$ cat config.mk
export PLATFORM = sky130hd
export DESIGN_NAME = branch_resolve_unit
export DESIGN_NICKNAME = d
export VERILOG_FILES = /design/src/rtl/branch_resolve_unit_pkg.sv /design/src/rtl/branch_resolve_unit_cond_eval.sv /design/src/rtl/branch_resolve_unit.sv
export SDC_FILE = /design/constraint.sdc
export NUM_CORES = 1
export LEC_CHECK = 0
export BUFFER_PORTS_ARGS = -buffer_cell sky130_fd_sc_hd__buf_2
export CAP_MARGIN = 20
export CORE_MARGIN = 4
export CORE_UTILIZATION = 35
export CTS_CLUSTER_SIZE = 12
export DETAILED_ROUTE_END_ITERATION = 12
export PLACE_DENSITY = 0.61
export SKIP_LAST_GASP = 1
export SLEW_MARGIN = 20
export SYNTH_ARGS = -nofsm -noshare
export SYNTH_HDL_FRONTEND = slang
export SYNTH_SLANG_ARGS = --single-unit
export TNS_END_PERCENT = 50
$ cat constraint.sdc
create_clock -name clk -period 3.5 [get_ports clk]
set_clock_uncertainty 0.15 [all_clocks]
set_input_delay 0.525 -clock clk [delete_from_list [all_inputs] [get_ports clk]]
set_output_delay 0.525 -clock clk [all_outputs]
set_load 0.02 [all_outputs]
$ cat src/rtl/branch_resolve_unit_pkg.sv
// Shared definitions for the branch resolve unit: datapath width, branch
// funct3 encodings and the redirect FSM state type.
package branch_resolve_unit_pkg;

    localparam int DATA_WIDTH = 32;

    localparam logic [2:0] BR_F3_BEQ  = 3'b000;
    localparam logic [2:0] BR_F3_BNE  = 3'b001;
    localparam logic [2:0] BR_F3_BLT  = 3'b100;
    localparam logic [2:0] BR_F3_BGE  = 3'b101;
    localparam logic [2:0] BR_F3_BLTU = 3'b110;
    localparam logic [2:0] BR_F3_BGEU = 3'b111;

    typedef enum logic {
        BR_IDLE    = 1'b0,
        BR_PENDING = 1'b1
    } br_state_e;

    // JALR targets always have bit 0 cleared.
    function automatic logic [DATA_WIDTH-1:0] clear_lsb(input logic [DATA_WIDTH-1:0] addr);
        return {addr[DATA_WIDTH-1:1], 1'b0};
    endfunction

endpackage

$ cat src/rtl/branch_resolve_unit_cond_eval.sv
// Combinational B-type condition evaluation from funct3 and the comparator
// flags. Reserved encodings (010/011) are reported illegal and never taken.
module branch_cond_eval
    import branch_resolve_unit_pkg::*;
(
    input  logic [2:0] funct3_i,
    input  logic       br_eq_i,
    input  logic       br_lt_i,
    input  logic       br_ltu_i,
    output logic       taken_o,
    output logic       illegal_o
);

    // Select the comparator flag (or its inverse) addressed by funct3.
    always_comb begin
        taken_o   = 1'b0;
        illegal_o = 1'b0;
        case (funct3_i)
            BR_F3_BEQ:  taken_o = br_eq_i;
            BR_F3_BNE:  taken_o = ~br_eq_i;
            BR_F3_BLT:  taken_o = br_lt_i;
            BR_F3_BGE:  taken_o = ~br_lt_i;
            BR_F3_BLTU: taken_o = br_ltu_i;
            BR_F3_BGEU: taken_o = ~br_ltu_i;
            default: begin
                taken_o   = 1'b0;
                illegal_o = 1'b1;
            end
        endcase
    end

endmodule

$ cat src/rtl/branch_resolve_unit.sv
// Decode-stage branch resolution: decides taken/not-taken for B-type, JAL
// and JALR, computes the target, and holds a registered redirect request
// to fetch until it is accepted (or killed). Also keeps saturating counts.
module branch_resolve_unit
    import branch_resolve_unit_pkg::*;
#(
    parameter int CNT_WIDTH = 16
) (
    input  logic                  clk,
    input  logic                  rst,
    input  logic                  id_valid_i,
    input  logic [DATA_WIDTH-1:0] id_pc_i,
    input  logic [DATA_WIDTH-1:0] id_imm_i,
    input  logic [DATA_WIDTH-1:0] rd_data1_i,
    input  logic                  id_branch_i,
    input  logic                  id_jal_i,
    input  logic                  id_jalr_i,
    input  logic [2:0]            id_funct3_i,
    input  logic                  BrEq,
    input  logic                  BrLT,
    input  logic                  BrLTU,
    input  logic                  kill_i,
    input  logic                  fetch_ready_i,
    output logic                  redirect_valid_o,
    output logic [DATA_WIDTH-1:0] redirect_pc_o,
    output logic                  stall_o,
    output logic                  flush_o,
    output logic                  misalign_o,
    output logic                  illegal_br_o,
    output logic [CNT_WIDTH-1:0]  branch_cnt_o,
    output logic [CNT_WIDTH-1:0]  taken_cnt_o
);

    localparam logic [CNT_WIDTH-1:0] CNT_ONE = {{(CNT_WIDTH-1){1'b0}}, 1'b1};
    localparam logic [CNT_WIDTH-1:0] CNT_MAX = {CNT_WIDTH{1'b1}};

    br_state_e             state_q;
    logic                  redirect_valid_q;
    logic [DATA_WIDTH-1:0] redirect_pc_q;
    logic                  misalign_q;
    logic                  illegal_q;
    logic [CNT_WIDTH-1:0]  branch_cnt_q;
    logic [CNT_WIDTH-1:0]  taken_cnt_q;

    logic                  cond_taken_s;
    logic                  cond_illegal_s;
    logic                  resolve_s;
    logic                  taken_s;
    logic                  illegal_s;
    logic [DATA_WIDTH-1:0] target_d;
    logic [CNT_WIDTH-1:0]  branch_cnt_d;
    logic [CNT_WIDTH-1:0]  taken_cnt_d;

    branch_cond_eval u_cond (
        .funct3_i (id_funct3_i),
        .br_eq_i  (BrEq),
        .br_lt_i  (BrLT),
        .br_ltu_i (BrLTU),
        .taken_o  (cond_taken_s),
        .illegal_o(cond_illegal_s)
    );

    // Kill suppresses resolution outright; decode is frozen while pending.
    assign resolve_s = id_valid_i & (id_branch_i | id_jal_i | id_jalr_i)
                     & (state_q == BR_IDLE) & ~kill_i;

    // Decode instruction kind (jalr > jal > branch), target and next counts.
    always_comb begin
        taken_s   = 1'b0;
        illegal_s = 1'b0;
        target_d  = id_pc_i + id_imm_i;
        if (id_jalr_i) begin
            taken_s  = 1'b1;
            target_d = clear_lsb(rd_data1_i + id_imm_i);
        end else if (id_jal_i) begin
            taken_s = 1'b1;
        end else begin
            taken_s   = cond_taken_s;
            illegal_s = cond_illegal_s;
        end
        branch_cnt_d = (branch_cnt_q == CNT_MAX) ? branch_cnt_q : branch_cnt_q + CNT_ONE;
        taken_cnt_d  = (taken_cnt_q  == CNT_MAX) ? taken_cnt_q  : taken_cnt_q  + CNT_ONE;
    end

    // Redirect FSM with registered request, pulses and statistics counters.
    always_ff @(posedge clk) begin
        if (rst) begin
            state_q          <= BR_IDLE;
            redirect_valid_q <= 1'b0;
            redirect_pc_q    <= {DATA_WIDTH{1'b0}};
            misalign_q       <= 1'b0;
            illegal_q        <= 1'b0;
            branch_cnt_q     <= {CNT_WIDTH{1'b0}};
            taken_cnt_q      <= {CNT_WIDTH{1'b0}};
        end else begin
            misalign_q <= 1'b0;
            illegal_q  <= 1'b0;
            if (kill_i) begin
                state_q          <= BR_IDLE;
                redirect_valid_q <= 1'b0;
            end else if (state_q == BR_PENDING) begin
                if (fetch_ready_i) begin
                    state_q          <= BR_IDLE;
                    redirect_valid_q <= 1'b0;
                end else begin
                    state_q          <= BR_PENDING;
                    redirect_valid_q <= 1'b1;
                end
            end else if (resolve_s) begin
                branch_cnt_q <= branch_cnt_d;
                illegal_q    <= illegal_s;
                if (taken_s) begin
                    taken_cnt_q <= taken_cnt_d;
                end
                if (taken_s && target_d[1]) begin
                    misalign_q <= 1'b1;
                end else if (taken_s) begin
                    state_q          <= BR_PENDING;
                    redirect_valid_q <= 1'b1;
                    redirect_pc_q    <= target_d;
                end else begin
                    state_q <= BR_IDLE;
                end
            end else begin
                state_q <= BR_IDLE;
            end
        end
    end

    assign stall_o          = (state_q == BR_PENDING);
    assign flush_o          = (state_q == BR_PENDING) & fetch_ready_i & ~kill_i;
    assign redirect_valid_o = redirect_valid_q;
    assign redirect_pc_o    = redirect_pc_q;
    assign misalign_o       = misalign_q;
    assign illegal_br_o     = illegal_q;
    assign branch_cnt_o     = branch_cnt_q;
    assign taken_cnt_o      = taken_cnt_q;

endmodule
==> results of run 1 <==
==> worst reg2reg max path: cells and delay by family, from the launching register on <==
| family | cells | cell delay (ns) |
|---|---|---|
| DFF | 1 | 0.33 |
| and+or+nand+nor | 5 | 1.36 |
| AOI/OAI and AO/OA | 2 | 0.44 |
==> sequential cells by signal (all words and copies together), names as in the netlist <==
register / count
taken_cnt_o: 16
redirect_valid_o: 1
illegal_br_o: 1
redirect_pc_o: 32
misalign_o: 1
branch_cnt_o: 16
stall_o: 1
==> cell type report <==
class | count | area share
inverters | 15 | 0.007094
repair buffers | 196 | 0.1293
flip-flops and latches | 68 | 0.1715
well taps | 229 | 0.03610
clock inverters | 4 | 0.009144
clock buffers | 11 | 0.03185
multi-input cells | 711 | 0.6150
==> per-stage QoR <==
stage	cell area [µm²]	setup slack (ns)
6_report	7936	0.4922
5_1_grt	7936	0.3348
4_1_cts	7936	0.5157
3_5_place_dp	7611	0.1781
3_3_place_gp	7611	0.2394
2_1_floorplan	6471	0.6042
==> power by group through the flow <==
stage | combinational (mW) | clock, mW | sequential (mW)
floorplan | 0.642 | 0 | 0.862
global placement | 0.983 | 0 | 0.834
detailed placement | 0.982 | 0 | 0.834
CTS | 0.987 | 1.02 | 0.818
global route | 1.09 | 1.04 | 0.820
finish | 0.996 | 0.993 | 0.817
==> per-layer routing <==
metal	wire (µm)	global-route usage
met5	0	0
met4	282	0.04757
met3	1331	0.02282
met2	9428	0.3141
met1	10040	0.2818
==> cell families after synthesis <==
| family | Yosys count | synth area share |
|---|---|---|
| and+or+nand+nor | 282 | 0.2133 |
| AOI/OAI and AO/OA | 273 | 0.2846 |
| xor gates and xnor gates | 77 | 0.1042 |
| DFF | 68 | 0.2104 |
| adders and majority gates | 65 | 0.1280 |
| buffers and inverters | 55 | 0.03751 |
| muxes | 14 | 0.02204 |
==> synthesized netlist by cell type (8+ instances only) <==
cell type,n,share of area
sky130_fd_sc_hd__a211oi_1,11,0.013
sky130_fd_sc_hd__a21o_1,38,0.044
sky130_fd_sc_hd__a21oi_1,79,0.061
sky130_fd_sc_hd__a31oi_1,9,0.0087
sky130_fd_sc_hd__and2_1,10,0.0097
sky130_fd_sc_hd__and3_1,15,0.015
sky130_fd_sc_hd__buf_2,11,0.0085
sky130_fd_sc_hd__clkbuf_1,25,0.015
sky130_fd_sc_hd__dfxtp_1,68,0.21
sky130_fd_sc_hd__ha_1,63,0.12
sky130_fd_sc_hd__inv_1,14,0.0081
sky130_fd_sc_hd__mux2i_1,12,0.019
sky130_fd_sc_hd__nand2_1,60,0.035
sky130_fd_sc_hd__nand3_1,36,0.028
sky130_fd_sc_hd__nand4_1,16,0.015
sky130_fd_sc_hd__nor2_1,85,0.049
sky130_fd_sc_hd__nor3_1,25,0.019
sky130_fd_sc_hd__o211ai_1,8,0.0093
sky130_fd_sc_hd__o21ai_0,53,0.041
sky130_fd_sc_hd__xnor2_1,42,0.057
sky130_fd_sc_hd__xor2_1,35,0.047
==> final timing paths <==
check        slack, ns  depth (start not counted)                 to        startpoint
max               0.49                         11  redirect_pc_o[31]       id_imm_i[1]
min               0.28                          2            stall_o            kill_i
max reg2reg       1.15                          7    taken_cnt_o[11]    taken_cnt_o[5]
min reg2reg       0.31                          2   redirect_pc_o[5]  redirect_pc_o[5]
==> flow_metrics.env, run 1 <==
export IMPL_fin_hold_ws_ns=0.2752
export IMPL_setup_worst_path_start_class="primary input"
export IMPL_power_density_mw_per_mm2=353.7
export IMPL_cts_tree="built"
export IMPL_drt_vias_per_instance=5.515
export IMPL_h_tree_depth=3
export IMPL_grt_pass1_wl_um=32910
export IMPL_global_route_overflow_total=0
export IMPL_peakVddDrop_mv=0.2239
export IMPL_rsz_0062_raised_after_global_routing="false"
export IMPL_syn_inst_count=834
export IMPL_critical_path_max_fanout=4
export IMPL_routedWlPerCell_um=17.09
export IMPL_dominantRegCellSynth="sky130_fd_sc_hd__dfxtp_1"
export IMPL_cts_repair_resized=0
export IMPL_synth_edff_count=0
export IMPL_fp_dieW_um=144.0
export IMPL_postSynth_asyncResetShare=0
export IMPL_max_slew_margin=0.5193
export IMPL_cts_made_buffers=9
export IMPL_place_congestion=0.8945
export IMPL_buffer_ports_inserted=178
export IMPL_netSwitchingFraction=0.3372
export IMPL_setup_worst_path_class="primary input to register"
export IMPL_register_area_mm2=0.001361
export IMPL_setup_viol_count_final=0
export IMPL_drt_iter0_markers=333
export IMPL_detailedRoute_firstPassIterationCount=7
export IMPL_max_clock_path_buffers=2
export IMPL_crit_path_cell_trace="buf_2, ha_1, a21o_1, and4_4, o2111ai_1, a21oi_1, a211o_1, a2111oi_0, buf_4, nor3_1, a311oi_2"
export IMPL_internal_power_mw=1.860
export IMPL_share_seq_of_total_power=0.291
export IMPL_layout_cells_most_common_list="sky130_fd_sc_hd__buf_2, sky130_fd_sc_hd__nor2_1, sky130_fd_sc_hd__a21oi_1"
export IMPL_slowest_stage_delay_cp_ns=0.50
export IMPL_post_cts_setup_buffer_count=0
export IMPL_place_detailed_instances=1219
export IMPL_min_path_type="primary input to register"
export IMPL_antenna_diode_count=0
export IMPL_die_area_mm2=0.02073
export IMPL_netlist_area_mm2=0.006471
export IMPL_num_io_pins=179
export IMPL_syn_to_final_growth_pct=22.64
export IMPL_post_route_fraction_of_the_period_consumed_by_the_critical_path=0.8594
export IMPL_final_count_of_hold_timing_violations=0
export IMPL_vias_in_the_first_global_route=6380
export IMPL_mostFrequentLayoutCell="sky130_fd_sc_hd__buf_2"
export IMPL_critical_path_required_ns=3.60
export IMPL_power_mw=2.807
export IMPL_clock_root_buffer="sky130_fd_sc_hd__clkbuf_16"
export IMPL_maxClockFrequency_mhz=332.5
export IMPL_total_number_of_vias=6805
export IMPL_grt_max_degree=31
export IMPL_ys_ff_latch=68
export IMPL_cts_hold_buffers=0
export IMPL_row_count=49
export IMPL_result_of_the_run="finished clean"
export IMPL_grt_antenna_before_repair=0
export IMPL_finalSetupTns_ns=0
export IMPL_start_util=0.3578
export IMPL_critPathSlowestCell="sky130_fd_sc_hd__a2111oi_0"
export IMPL_leakage_nw=3.657
export IMPL_worstPathBufferInverterCount=2
export IMPL_crit_path_end_kind="register"
export IMPL_wl_um=21090
export IMPL_comb_power_share=0.355
export IMPL_max_cap_violations=0
export IMPL_route_antenna_remaining_nets=0
export IMPL_syn_nets=1009
export IMPL_n_fill_cell=1848
export IMPL_clkLatencyLatePin_ns=0.33
export IMPL_maxSlewViolCount=0
export IMPL_synthesized_area_divided_by_synthesized_cell_count_um2=7.759
export IMPL_critPathArrivalTime_ns=3.11
export IMPL_globalRouteTotalUtil=0.1962
export IMPL_sequential_area_share_after_synthesis=0.2104
export IMPL_synth_yosys_warnings=0
export IMPL_multi_input_comb_area_mm2=0.004881
export IMPL_final_period_minus_worst_setup_slack_ns=3.008
export IMPL_num_nets_final=1176
export IMPL_die_y_um=144.0
export IMPL_final_core_util=0.4388
export IMPL_layout_cells_non_filler=1234
export IMPL_p_sw_mw=0.9465
export IMPL_max_slew_worst_pin_slew_ns=0.7117
export IMPL_crit_family="compound AO/OA/AOI/OAI gates"
export IMPL_drive_above_1_share=0.2378
export IMPL_synth_cell_types=74
export IMPL_clock_sinks=68
export IMPL_power_clock_fraction=0.354
export IMPL_design_core_area_mm2=0.01809
export IMPL_dpl_hpwl_um=17230
export IMPL_route_detailed_drc=0
export IMPL_clk_pin_slew_ns=0.06
(Power assumes the default switching activity.)
==> inputs of run 2 (changes only) <==
Clock period 3.5 ns to 3.1 ns, I/O delays scaled along.
==> run 2 against run 1 <==
Compared with the run above:
- register-to-register slack worse by 0.37 ns
- sequential share of layout area is 0.53 points lower
- critical endpoint unchanged
- die area stayed put
- largest power group unchanged
- via count is 1.2% higher
==> flow_metrics.env, run 2 (synthesis results as in run 1) <==
export IMPL_grt_max_degree=50
export IMPL_rsz_0062_raised_after_global_routing="false"
export IMPL_share_seq_of_total_power=0.296
export IMPL_row_count=49
export IMPL_power_density_mw_per_mm2=381.6
export IMPL_min_path_type="primary input to register"
export IMPL_die_area_mm2=0.02073
export IMPL_maxClockFrequency_mhz=348.4
export IMPL_clock_sinks=68
export IMPL_antenna_diode_count=0
export IMPL_layout_cells_non_filler=1272
export IMPL_power_clock_fraction=0.325
export IMPL_num_nets_final=1214
export IMPL_clock_root_buffer="sky130_fd_sc_hd__clkbuf_16"
export IMPL_global_route_overflow_total=0
export IMPL_dpl_hpwl_um=17360
export IMPL_mostFrequentLayoutCell="sky130_fd_sc_hd__buf_2"
export IMPL_route_detailed_drc=0
export IMPL_final_period_minus_worst_setup_slack_ns=2.870
export IMPL_route_antenna_remaining_nets=0
export IMPL_place_congestion=0.8961
export IMPL_peakVddDrop_mv=0.2352
export IMPL_wl_um=21130
export IMPL_drive_above_1_share=0.2646
export IMPL_total_number_of_vias=6884
export IMPL_globalRouteTotalUtil=0.1984
export IMPL_largest_register_ffs=32
export IMPL_fin_hold_ws_ns=0.1966
export IMPL_leakage_nw=3.821
export IMPL_clk_pin_slew_ns=0.06
export IMPL_max_slew_margin=0.5878
export IMPL_drt_iter0_markers=330
export IMPL_critPathArrivalTime_ns=2.97
export IMPL_cts_tree="built"
export IMPL_vias_in_the_first_global_route=6501
export IMPL_netSwitchingFraction=0.3446
export IMPL_setup_worst_path_start_class="primary input"
export IMPL_grt_antenna_before_repair=0
export IMPL_die_y_um=144.0
export IMPL_detailedRoute_firstPassIterationCount=5
export IMPL_setup_viol_count_final=0
export IMPL_start_util=0.3578
export IMPL_layout_cells_most_common_list="sky130_fd_sc_hd__buf_2, sky130_fd_sc_hd__nor2_1, sky130_fd_sc_hd__a21oi_1"
export IMPL_routedWlPerCell_um=16.61
export IMPL_cts_hold_buffers=0
export IMPL_critical_path_required_ns=3.20
export IMPL_fp_dieW_um=144.0
export IMPL_grt_pass1_wl_um=33240
export IMPL_design_core_area_mm2=0.01809
export IMPL_cts_repair_resized=0
export IMPL_clkLatencyLatePin_ns=0.33
export IMPL_final_core_util=0.4528
export IMPL_max_slew_worst_pin_slew_ns=0.6176
export IMPL_drt_vias_per_instance=5.412
export IMPL_p_sw_mw=1.077
export IMPL_comb_power_share=0.379
export IMPL_num_io_pins=179
export IMPL_buffer_ports_inserted=178
export IMPL_internal_power_mw=2.048
export IMPL_post_cts_setup_buffer_count=0
export IMPL_max_clock_path_buffers=2
export IMPL_max_cap_violations=0
export IMPL_place_detailed_instances=1257
export IMPL_post_route_fraction_of_the_period_consumed_by_the_critical_path=0.9259
export IMPL_h_tree_depth=3
export IMPL_maxSlewViolCount=0
export IMPL_cts_made_buffers=9
export IMPL_crit_path_end_kind="register"
export IMPL_critical_path_max_fanout=3
export IMPL_syn_to_final_growth_pct=26.55
export IMPL_setup_worst_path_class="primary input to register"
export IMPL_final_count_of_hold_timing_violations=0
export IMPL_result_of_the_run="finished clean"
==> run 2: stage by stage <==
stage | setup TNS [ns] | power [mW] | setup WS (ns) | area (µm²)
CTS | 0 | 3.136 | 0.2928 | 8189
floorplan | 0 | 1.698 | 0.2642 | 6471
global placement | -0.01345 | 2.114 | -0.01194 | 7896
finish | 0 | 3.125 | 0.2298 | 8189
detailed placement | -0.1216 | 2.111 | -0.05014 | 7896
global route | 0 | 3.291 | 0.05297 | 8189
==> run 2: path summary, 6_finish.rpt <==
path | startpoint | endpoint | slack, ns | cells past startpoint
worst min register to register | redirect_pc_o[0] | redirect_pc_o[0] | 0.30 | 2
worst max register to register | taken_cnt_o[0] | taken_cnt_o[11] | 0.78 | 7
worst max-delay path | id_pc_i[1] | redirect_pc_o[31] | 0.23 | 10
worst min-delay path | kill_i | stall_o | 0.20 | 2
==> run 2: worst max-delay path, cell delays in order <==
cell and delay [ns]:
sky130_fd_sc_hd__buf_2 0.11, sky130_fd_sc_hd__ha_1 0.28, sky130_fd_sc_hd__a21o_1 0.18, sky130_fd_sc_hd__and4_4 0.20, sky130_fd_sc_hd__o2111ai_1 0.26, sky130_fd_sc_hd__a21oi_1 0.22
sky130_fd_sc_hd__a211o_1 0.37, sky130_fd_sc_hd__a2111oi_0 0.51, sky130_fd_sc_hd__nor3_1 0.14, sky130_fd_sc_hd__a311oi_2 0.24
==> run 2: area by class of cell <==
| class | count | area, µm² |
|---|---|---|
| multi-input combinational | 711 | 4881 |
| fill | 1868 | 9897 |
| clock buffer | 11 | 242.7 |
| tap | 229 | 286.5 |
| clock inverter | 4 | 50.05 |
| timing repair buffer | 234 | 1311 |
| sequential | 68 | 1361 |
| inverter | 15 | 56.30 |
==> run 2: layer usage <==
metal  global-route usage  wire length [µm]  part of all wire  vias to the layer above
met5                    0                 0                 0                        -
met4              0.07136               494             0.023                        0
met3              0.01918              1335             0.063                       32
met2               0.3106              9194              0.44                      247
met1               0.2836             10100              0.48                     3099
li1                     -                 -                 -                     3506
==> run 2: power by group through the flow <==
stage	logic, mW	registers [mW]	clock network (mW)
6_report	1.18	0.924	1.02
4_1_cts	1.18	0.924	1.04
3_5_place_dp	1.17	0.942	0
5_1_grt	1.30	0.927	1.06
3_3_place_gp	1.17	0.942	0
2_1_floorplan	0.725	0.973	0
==> inputs of run 3 (changes only) <==
Settings changed: MAX_ROUTING_LAYER set to met4.
==> run 3 against run 2 <==
Compared with the run above:
- clock power increased by 12%
- critical endpoint is now redirect_pc_o[20]
- critical path depth increased by 1
- cell area rose by 0.90%
- register-to-register slack about the same
==> flow_metrics.env, run 3 (synthesis results as in run 1) <==
export IMPL_fp_dieW_um=144.0
export IMPL_route_detailed_drc=0
export IMPL_reg2reg_setup_slack_ns=0.77
export IMPL_clk_pin_slew_ns=0.05
export IMPL_register_area_mm2=0.001361
export IMPL_critical_path_max_fanout=3
export IMPL_n_fill_cell=1840
export IMPL_min_path_cells=2
export IMPL_clock_root_buffer="sky130_fd_sc_hd__clkbuf_16"
export IMPL_h_tree_depth=3
export IMPL_routedWlPerCell_um=16.66
export IMPL_setup_viol_count_final=0
export IMPL_final_count_of_hold_timing_violations=0
export IMPL_largest_register_ffs=32
export IMPL_drive_above_1_share=0.2691
export IMPL_antenna_diode_count=0
export IMPL_critical_path_reg2reg_startpoint="taken_cnt_o[4]"
export IMPL_num_io_pins=179
export IMPL_clkLatencyLatePin_ns=0.33
export IMPL_detailedRoute_firstPassIterationCount=5
export IMPL_dpl_hpwl_um=17620
export IMPL_maxClockFrequency_mhz=353.3
export IMPL_place_congestion=0.9594
export IMPL_global_route_overflow_total=0
export IMPL_netSwitchingFraction=0.3356
export IMPL_die_y_um=144.0
export IMPL_clock_sinks=68
export IMPL_route_antenna_remaining_nets=0
export IMPL_power_clock_fraction=0.350
export IMPL_crit_path_cell_trace="buf_2, buf_4, fa_1, a21o_1, a311o_1, a21oi_1, o21ai_1, a21boi_0, o21ai_0, xnor2_1, a221oi_1"
export IMPL_drt_iter0_markers=331
export IMPL_cts_tree="built"
export IMPL_p_sw_mw=1.094
export IMPL_comb_power_share=0.366
export IMPL_result_of_the_run="finished clean"
export IMPL_maxSlewViolCount=0
export IMPL_final_period_minus_worst_setup_slack_ns=2.830
export IMPL_critical_path_reg2reg_endpoint="taken_cnt_o[11]"
export IMPL_peakVddDrop_mv=0.2411
export IMPL_wl_um=21270
export IMPL_row_count=49
export IMPL_hp_start="kill_i"
export IMPL_design_core_area_mm2=0.01809
export IMPL_cts_hold_buffers=0
export IMPL_critPathSlowestCell="sky130_fd_sc_hd__fa_1"
export IMPL_share_seq_of_total_power=0.283
export IMPL_max_slew_worst_pin_slew_ns=0.6114
export IMPL_min_path_type="primary input to register"
export IMPL_total_number_of_vias=6917
export IMPL_max_clock_path_buffers=2
export IMPL_grt_antenna_before_repair=0
export IMPL_power_mw=3.260
export IMPL_mostFrequentLayoutCell="sky130_fd_sc_hd__buf_2"
export IMPL_buffer_ports_inserted=178
export IMPL_post_route_worst_setup_slack_ns=0.2696
export IMPL_setup_worst_path_class="primary input to register"
export IMPL_postPlaceCellArea_mm2=0.007926
export IMPL_num_nets_final=1218
export IMPL_slowest_stage_delay_cp_ns=0.43
export IMPL_internal_power_mw=2.166
export IMPL_cts_repair_resized=0
export IMPL_vias_in_the_first_global_route=6559
export IMPL_max_cap_violations=0
export IMPL_globalRouteTotalUtil=0.2063
export IMPL_grt_pass1_wl_um=33530
export IMPL_timing_hold_worst_endpoint="stall_o"
export IMPL_layout_cells_most_common_list="sky130_fd_sc_hd__buf_2, sky130_fd_sc_hd__nor2_1, sky130_fd_sc_hd__a21oi_1"
export IMPL_multi_input_comb_area_mm2=0.004881
export IMPL_max_slew_margin=0.5920
export IMPL_post_cts_setup_buffer_count=0
export IMPL_critical_path_required_ns=3.18
export IMPL_start_util=0.3578
export IMPL_grt_max_degree=35
export IMPL_drt_vias_per_instance=5.417
export IMPL_setup_worst_path_start_class="primary input"
export IMPL_leakage_nw=3.860
export IMPL_postLayoutCellArea_mm2=0.008263
export IMPL_ff2ff_path_depth=7
export IMPL_dpl_worst_slack_ns=-0.06705
export IMPL_rsz_0062_raised_after_global_routing="false"
export IMPL_power_density_mw_per_mm2=394.5
export IMPL_critPathArrivalTime_ns=2.91
export IMPL_crit_path_end_kind="register"
export IMPL_post_route_fraction_of_the_period_consumed_by_the_critical_path=0.9130
export IMPL_cts_made_buffers=9
export IMPL_fin_hold_ws_ns=0.2034
export IMPL_syn_to_final_growth_pct=27.69
export IMPL_die_area_mm2=0.02073
## run 3: cell types whose count changed in the layout (fill, tap and decap cells not counted)
cell,before,now
sky130_fd_sc_hd__buf_4,56,60
sky130_fd_sc_hd__clkbuf_1,1,0
sky130_fd_sc_hd__bufinv_16,1,2
sky130_fd_sc_hd__clkinv_2,1,0
sky130_fd_sc_hd__clkinv_4,0,1
sky130_fd_sc_hd__clkbuf_8,1,2
## run 3: per-layer routing
layer	global-route usage	part of all wire	up-vias
met5	-	0	-
met4	0.04807	0.011	0
met3	0.02679	0.065	15
met2	0.3148	0.44	222
met1	0.2908	0.48	3154
li1	-	-	3526
## run 3: worst max-delay path, delay by kind of cell
kind,cells,cell delay [ns]
xor gates and xnor gates,1,0.15
adders and majority gates,1,0.43
AOI/OAI and AO/OA,7,1.62
buffers and inverters,2,0.25
## run 3: stage by stage
| stage | std cells | utilization | TNS [ns] |
|---|---|---|---|
| floorplan | 834 | - | 0 |
| global placement | 1261 | 0.4383 | -0.02053 |
| detailed placement | 1261 | 0.4383 | -0.1121 |
| CTS | 1277 | 0.4569 | 0 |
| global route | 1277 | 0.4569 | 0 |
| finish | 1277 | 0.4569 | 0 |
## run 3: worst max-delay path by stage
stage / from / end / slack (ns) / cells after the start
floorplan: id_imm_i[0] / redirect_pc_o[20] / 0.26 / 10
global placement: id_pc_i[1] / redirect_pc_o[27] / -0.01 / 11
detailed placement: id_imm_i[1] / redirect_pc_o[20] / -0.07 / 11
CTS: id_imm_i[1] / redirect_pc_o[20] / 0.27 / 11
global route: id_imm_i[1] / redirect_pc_o[20] / 0.1 / 11
finish: id_imm_i[1] / redirect_pc_o[20] / 0.27 / 11
## run 3: area by class of cell
cell class | count | share of cell area
Multi-Input combinational cell | 711 | 0.5907
Sequential cell | 68 | 0.1647
Timing Repair Buffer | 238 | 0.1623
Tap cell | 229 | 0.03468
Clock buffer | 11 | 0.03059
Clock inverter | 5 | 0.01015
Inverter | 15 | 0.006814
## run 3: power by group through the flow
stage	Sequential, mW	Clock (mW)	Combinational (mW)
after floorplan	0.973	0	0.725
after detailed placement	0.943	0	1.18
after global routing	0.927	1.19	1.32
after global placement	0.943	0	1.18
final	0.924	1.14	1.19
after CTS	0.924	1.16	1.18
